## src/rtl/timer_apb_master.sv

```systemverilog
// ============================================================================
// timer_apb_master : APB requester for the 8-bit timer IP.
//   Single-beat CPU write/read requests become APB setup/access transfers,
//   with a bounded wait-state counter so a stalled slave cannot hang it.
// Revision: 1.0
// ============================================================================
`default_nettype none

module timer_apb_master #(
    parameter int ADDR_W  = 8,
    parameter int DATA_W  = 8,
    parameter int TIMEOUT = 16
) (
    input  logic              pclk,
    input  logic              preset,
    input  logic              cmd_valid,
    output logic              cmd_ready,
    input  logic              cmd_write,
    input  logic [ADDR_W-1:0] cmd_addr,
    input  logic [DATA_W-1:0] cmd_wdata,
    output logic              rsp_valid,
    output logic [DATA_W-1:0] rsp_rdata,
    output logic              rsp_err,
    output logic              psel,
    output logic              penable,
    output logic              pwrite,
    output logic [ADDR_W-1:0] paddr,
    output logic [DATA_W-1:0] pwdata,
    input  logic [DATA_W-1:0] prdata,
    input  logic              pready,
    input  logic              pslverr
);

    localparam logic [7:0] TIMEOUT_C  = 8'(TIMEOUT);
    localparam logic       TIMEOUT_EN = (TIMEOUT != 0);

    typedef enum logic [1:0] {
        IDLE   = 2'd0,
        SETUP  = 2'd1,
        ACCESS = 2'd2
    } state_t;

    state_t     state;
    state_t     state_nxt;
    logic [7:0] wait_cnt;
    logic       ready_en;
    logic       accept;
    logic       done_ok;
    logic       timed_out;

    assign accept    = cmd_valid & cmd_ready;
    assign done_ok   = (state == ACCESS) & pready;
    // Abort on the TIMEOUT-th consecutive stalled ACCESS cycle.
    assign timed_out = (state == ACCESS) & ~pready & TIMEOUT_EN
                       & ((wait_cnt + 8'd1) == TIMEOUT_C);

    // ready_en keeps cmd_ready low until the first edge after reset release.
    assign cmd_ready = ready_en & (state == IDLE);
    assign psel      = (state != IDLE);
    assign penable   = (state == ACCESS);

    always_comb begin
        state_nxt = state;
        case (state)
            IDLE:    if (accept) state_nxt = SETUP;
            SETUP:   state_nxt = ACCESS;
            ACCESS:  if (done_ok || timed_out) state_nxt = IDLE;
            default: state_nxt = IDLE;
        endcase
    end

    always_ff @(posedge pclk or posedge preset) begin
        if (preset) begin
            state <= IDLE;
        end else begin
            state <= state_nxt;
        end
    end

    always_ff @(posedge pclk or posedge preset) begin
        if (preset) begin
            ready_en  <= 1'b0;
            pwrite    <= 1'b0;
            paddr     <= '0;
            pwdata    <= '0;
            wait_cnt  <= 8'd0;
            rsp_valid <= 1'b0;
            rsp_rdata <= '0;
            rsp_err   <= 1'b0;
        end else begin
            ready_en  <= 1'b1;
            rsp_valid <= done_ok | timed_out;

            if (accept) begin
                pwrite <= cmd_write;
                paddr  <= cmd_addr;
                pwdata <= cmd_wdata;
            end

            if (state == SETUP) begin
                wait_cnt <= 8'd0;
            end else if ((state == ACCESS) && !pready) begin
                wait_cnt <= wait_cnt + 8'd1;
            end

            if (done_ok) begin
                rsp_err   <= pslverr;
                rsp_rdata <= pwrite ? '0 : prdata;
            end else if (timed_out) begin
                rsp_err   <= 1'b1;
                rsp_rdata <= '0;
            end
        end
    end

endmodule

`default_nettype wire
```

## config.mk

```make
export PLATFORM = sky130hd
export DESIGN_NAME = timer_apb_master
export DESIGN_NICKNAME = d
export VERILOG_FILES = /design/src/rtl/timer_apb_master.sv
export SDC_FILE = /design/constraint.sdc
export NUM_CORES = 1
export LEC_CHECK = 0
export ABC_AREA = 1
export CAP_MARGIN = 0
export CORE_UTILIZATION = 44
export CTS_CLUSTER_DIAMETER = 100
export DETAILED_ROUTE_END_ITERATION = 12
export PLACE_DENSITY = 0.78
export SLEW_MARGIN = 40
export SYNTH_ARGS = -nofsm -noshare
export SYNTH_HDL_FRONTEND = slang
export SYNTH_SLANG_ARGS = --single-unit
```

## constraint.sdc

```tcl
create_clock -name pclk -period 2.19 [get_ports pclk]
set_clock_uncertainty 0.1 [all_clocks]
set_input_delay 0.438 -clock pclk [delete_from_list [all_inputs] [get_ports pclk]]
set_output_delay 0.438 -clock pclk [all_outputs]
set_load 0.01 [all_outputs]
```

==> flow_summary.yaml, run 1 <==
run_status:
  status: "finished, final reports clean"
power_and_ir_drop:
  combPwrFrac: 0.333
  cell_internal_pwr_mw: 1.50
  max-vdd-ir-drop_uv: 590
  pwr-share-seq: 0.465
  powerDensity_mw_per_mm2: 880
  fin_total_pwr_mw: 2.16
  switching_power_uw: 657
  pwr-share-clk: 0.202
  sw_frac_of_total: 0.304
  p_leak_nw: 1.18
timing:
  finalSetupTns_ns: 0
  fmax_mhz: 517
  rsz0062_at_grt: "no"
  hold_viol_final: 0
  worst_slew_pin_slew_ns: 0.515
  finalSetupViolations: 0
  min_period_over_period: 0.884
  final-max-slew-violation-count: 0
  fin_crit_ns: 1.94
  slew_headroom: 0.655
floorplanning:
  io-pin-count: 60
  rows: 22
  fp.dieW_um: 64.6
  start_util: 0.463
  die_y_um: 64.6
  core_area_mm2: 0.00372
  dieArea_mm2: 0.00417
global_routing:
  grt.overflow.total: 0
  busiest_layer: "met2"
  grtUsageMet2: 0.338
  grt_util_met1: 0.256
  track_usage: 0.204
  grt_max_degree: 39
  grt_pass1_wl_um: 6450
  antenna_found_initial: 0
  first_global_vias: 1423
  gr-usage-met3: 0.0546
synthesis:
  ys_ff_latch: 38
  yosys-top-cells-area: "dfrtp_1 55%, nand2_1 20%, nand3_2 7.0%, inv_1 3.3%, nor2_2 1.8%"
  synth_cell_types: 20
  yosysTopAreaCell: "dfrtp_1"
  yosysWarnings: 0
  yosysSeqAreaShare: 0.552
  synth_top_area_frac: 0.552
  synth_cells: 197
  synth.avg_cell_area_um2: 8.74
  syn_area_mm2: 0.00172
  synthesis.nets: 229
worst_setup_path:
  worstPathMaxFanout: 2
  crit_path_end: "penable"
  cp_slowest_stage_delay_ns: 0.52
  cpMostUsedCell: "inv_1"
  cp-start-kind: "flip-flop"
  slowest_stage: "clkdlybuf4s50_1"
  cp-startpoint: "state[0]"
  path_class: "flip-flop to output pin"
  crit_path_end_kind: "output pin"
  r2r_cells: 11
  critPathArrivalTime_ns: 1.40
  rrSetupSlack_ns: 0.27
  path_cells: "inv_1 > nand2_1 > inv_1 > clkdlybuf4s50_1"
  r2r-start: "wait_cnt[0]"
  required_ns: 1.65
  r2r_end: "rsp_err"
routing:
  routed_wl_um: 3730
  drt_iter0_drc: 94
  drc_errors: 0
  num_vias: 1492
  firstDrtPassIters: 4
  ant_nets: 0
  routed_via_density: 4.80
  wl_per_cell_um: 12.0
hold_path:
  min_path_type: "flip-flop to flip-flop"
cells_and_area:
  final_nets: 295
  fin_cells: 311
  final_cell_area_mm2: 0.00245
  utilization: 0.661
  syn2layout_area_growth_pct: 42.6
  antenna-diode-count: 0
  drive_gt1_frac: 0.125
placement:
  placed_area_mm2: 0.00237
  hpwl_um: 2640
  place_congestion: 0.753
  placedCellCount: 304
  io_buffer_count: 59
clock_tree:
  clkLatencyLatePin_ns: 0.28
  cts_buffers: 5
  clkSinkCount: 38
  htree_levels: 2
  clk_pin_slew_worst_paths_ns: 0.06
  cts_tree: "built"
  clk_path_buf_depth: 2
  clockRootBuffer: "clkbuf_8"
job:
  drv_cap: 0
[per-layer routing]
| metal | share of wire | wire [um] |
|---|---|---|
| met1 | 0.43 | 1590 |
| met2 | 0.52 | 1940 |
| met3 | 0.046 | 172 |
| met4 | 0.0072 | 27 |
| met5 | 0 | 0 |
[cells in the mapped netlist (all sizes together)]
cell / n
buf: 3
nand4: 2
o22ai: 2
or2: 2
clkbuf: 1
nand3: 15
nor2: 11
conb: 1
clkinv: 1
xor2: 1
o21ai: 7
ha: 2
dfrtp: 38
inv: 15
nand2: 96
[cell usage in the layout, fill, tap and decap left out]
cell type,count
or2_2,2
clkdlybuf4s50_1,58
conb_1,1
o22ai_1,2
buf_4,4
nand4_1,2
nand3_2,11
clkbuf_8,5
clkinv_1,1
o21ai_1,1
o21ai_0,6
nor2_2,5
nand2_2,4
clkbuf_1,2
nand3_1,3
xor2_2,1
nand3_4,1
dfrtp_1,38
ha_1,2
dlymetal6s2s_1,1
nand2_1,92
nor2_1,6
inv_1,15
[power groups by stage]
stage	Clock, mW	Sequential [mW]	Combinational [mW]
floorplan	0	1.07	0.239
global placement	0	1.01	0.706
detailed placement	0	1.01	0.729
CTS	0.453	1.01	0.730
global route	0.486	1.03	0.796
finish	0.437	1.00	0.720
[repair_timing]
item                       CTS  global route
hold buffers                 0             0
resized for setup            0             2
setup buffers                0             0
setup endpoints to repair    0             2
[metrics by stage]
step | hold WS (ns) | worst slack [ns]
after floorplan | 0.415 | 0.599
after global placement | 0.361 | 0.218
after detailed placement | 0.370 | 0.160
after CTS | 0.387 | 0.0723
after global routing | 0.408 | 0.0690
final | 0.379 | 0.254
[critical path: cells and delay by family (launching register included)]
kind,cells,cell delay (ns)
buf+inv,3,0.67
flops,1,0.37
simple gates,1,0.08
[logic make-up after synthesis]
family	Yosys count	share of synthesized area
compound gates	9	0.0276
xor+xnor	1	0.00945
fa+ha+maj	2	0.0145
buf+inv	20	0.0545
flops	38	0.552
other cells	1	0.00218
simple gates	126	0.339
[registers in the layout (all words and copies together) (netlist names)]
register,cells
state,2
pwdata,8
wait_cnt,8
rsp_err,1
ready_en,1
pwrite,1
rsp_valid,1
rsp_rdata,8
paddr,8
[layout make-up]
type | count | area, um2
well taps | 48 | 60.1
multi-input cells | 139 | 684
flip-flops and latches | 38 | 951
inverters | 16 | 60.1
clock buffers | 7 | 76.3
repair buffers | 63 | 623
fillers | 328 | 1260
[how the worst min path moves through the flow]
| stage | startpoint | to | slack [ns] | cells after the start |
|---|---|---|---|---|
| 2_1_floorplan | paddr[0] | paddr[0] | 0.42 | 2 |
| 3_3_place_gp | paddr[2] | paddr[2] | 0.36 | 2 |
| 3_5_place_dp | paddr[3] | paddr[3] | 0.37 | 2 |
| 4_1_cts | pwdata[5] | pwdata[5] | 0.39 | 2 |
| 5_1_grt | pwdata[6] | pwdata[6] | 0.41 | 2 |
| 6_report | pwdata[5] | pwdata[5] | 0.38 | 2 |
Note: power is estimated with default switching activity, not from simulation.
==> inputs of run 2 (changes only) <==
- CORE_UTILIZATION: 44 -> 48
- PLACE_DENSITY: 0.78 -> 0.84
- clock period: 2.19 -> 2.4 ns (I/O delays scaled with it)
==> flow_summary.yaml, run 2 (synthesis results as in run 1) <==
global_routing:
  antenna_found_initial: 0
  track_usage: 0.216
  grt.overflow.total: 0
  grt_max_degree: 39
  grt_pass1_wl_um: 5780
  first_global_vias: 1334
floorplanning:
  start_util: 0.508
  rows: 21
  dieArea_mm2: 0.00383
  io-pin-count: 60
  core_area_mm2: 0.00339
  fp.dieW_um: 61.9
  die_y_um: 61.9
clock_tree:
  cts_resized: 0
  clk_path_buf_depth: 2
  clockRootBuffer: "clkbuf_4"
  cts_tree: "built"
  cts_setup_buffers: 0
  htree_levels: 2
  clkLatencyLatePin_ns: 0.35
  clk_pin_slew_worst_paths_ns: 0.11
  cts_buffers: 5
  holdBufCountCts: 0
  clkSinkCount: 38
power_and_ir_drop:
  p_leak_nw: 1.17
  fin_total_pwr_mw: 1.92
  combPwrFrac: 0.340
  switching_power_uw: 605
  pwr-share-clk: 0.184
  max-vdd-ir-drop_uv: 491
  cell_internal_pwr_mw: 1.31
  powerDensity_mw_per_mm2: 790
  sw_frac_of_total: 0.316
  pwr-share-seq: 0.476
cells_and_area:
  drive_gt1_frac: 0.133
  final_common_cell: "nand2_1"
  antenna-diode-count: 0
  fin_cells: 310
  layout_common_cells: "92 x nand2_1, 59 x clkdlybuf4s50_1, 38 x dfrtp_1, 15 x inv_1, 12 x nand3_2"
  final_cell_area_mm2: 0.00243
  final_nets: 295
  syn2layout_area_growth_pct: 40.9
worst_setup_path:
  slowest_stage: "clkdlybuf4s50_1"
  cp_num_buf_inv: 2
  cpMostUsedCell: "nor2_1"
  rrSetupSlack_ns: 0.44
  worstPathMaxFanout: 3
  cp-start-kind: "flip-flop"
  crit_path_end_kind: "output pin"
  path_cells: "nor2_1 > inv_1 > nor2_1 > clkdlybuf4s50_1"
  required_ns: 1.82
  critPathArrivalTime_ns: 1.70
  cp_slowest_stage_delay_ns: 0.57
  crit_family: "buffers and inverters"
  path_class: "flip-flop to output pin"
timing:
  min_period_over_period: 0.952
  finalSetupViolations: 0
  final-max-slew-violation-count: 0
  finalSetupTns_ns: 0
  rsz0062_at_grt: "no"
  hold_viol_final: 0
  fin_crit_ns: 2.28
  fmax_mhz: 438
routing:
  drt_iter0_drc: 43
  routed_via_density: 4.62
  wl_per_cell_um: 11.8
  drc_errors: 0
  firstDrtPassIters: 4
  num_vias: 1432
  routed_wl_um: 3650
  ant_nets: 0
placement:
  place_congestion: 0.786
  hpwl_um: 2690
  io_buffer_count: 59
  placedCellCount: 302
  placed_area_mm2: 0.00237
run_status:
  status: "finished, final reports clean"
hold_path:
  min_path_type: "flip-flop to flip-flop"
job:
  drv_cap: 0
==> run 2: layout make-up <==
cell class / instances / area, um2
inverters: 16 / 60.1
multi-input cells: 139 / 677
flip-flops and latches: 38 / 951
fillers: 267 / 963
well taps: 46 / 57.6
clock buffers: 7 / 55.1
repair buffers: 63 / 621
clock inverters: 1 / 5.00
==> run 2: routing by layer <==
layer,global-route usage,share of wire,up-vias
li1,-,-,739
met5,0,0,-
met2,0.333,0.49,36
met1,0.271,0.44,652
met3,0.0766,0.048,5
met4,0.105,0.018,0
==> run 2: worst paths after layout <==
kind | endpoint | depth (start not counted) | from
worst min-delay path | pwdata[6] | 2 | pwdata[6]
worst max register to register | rsp_err | 9 | wait_cnt[0]
worst max-delay path | cmd_ready | 4 | state[1]
min in group asynchronous | pwdata[1] | 3 | preset
max in group asynchronous | rsp_err | 3 | preset
worst min register to register | pwdata[6] | 2 | pwdata[6]
==> run 2: metrics by stage <==
step | setup slack (ns) | utilization | hold slack (ns)
CTS | 0.0940 | 0.716 | 0.392
global placement | 0.396 | 0.698 | 0.361
global route | 0.00107 | 0.716 | 0.424
floorplan | 0.809 | - | 0.415
finish | 0.116 | 0.716 | 0.389
detailed placement | 0.344 | 0.698 | 0.364
==> run 2: tightest hold or removal path, delay by kind of cell, from the launching register on <==
kind	cells	cell delay, ns
simple gates	2	0.10
flops	1	0.36
==> run 2: power groups by stage <==
| stage | clock (mW) | sequential, mW | combinational (mW) |
|---|---|---|---|
| 3_5_place_dp | 0 | 0.923 | 0.658 |
| 2_1_floorplan | 0 | 0.973 | 0.218 |
| 4_1_cts | 0.359 | 0.912 | 0.661 |
| 6_report | 0.353 | 0.912 | 0.652 |
| 5_1_grt | 0.383 | 0.934 | 0.732 |
| 3_3_place_gp | 0 | 0.921 | 0.648 |
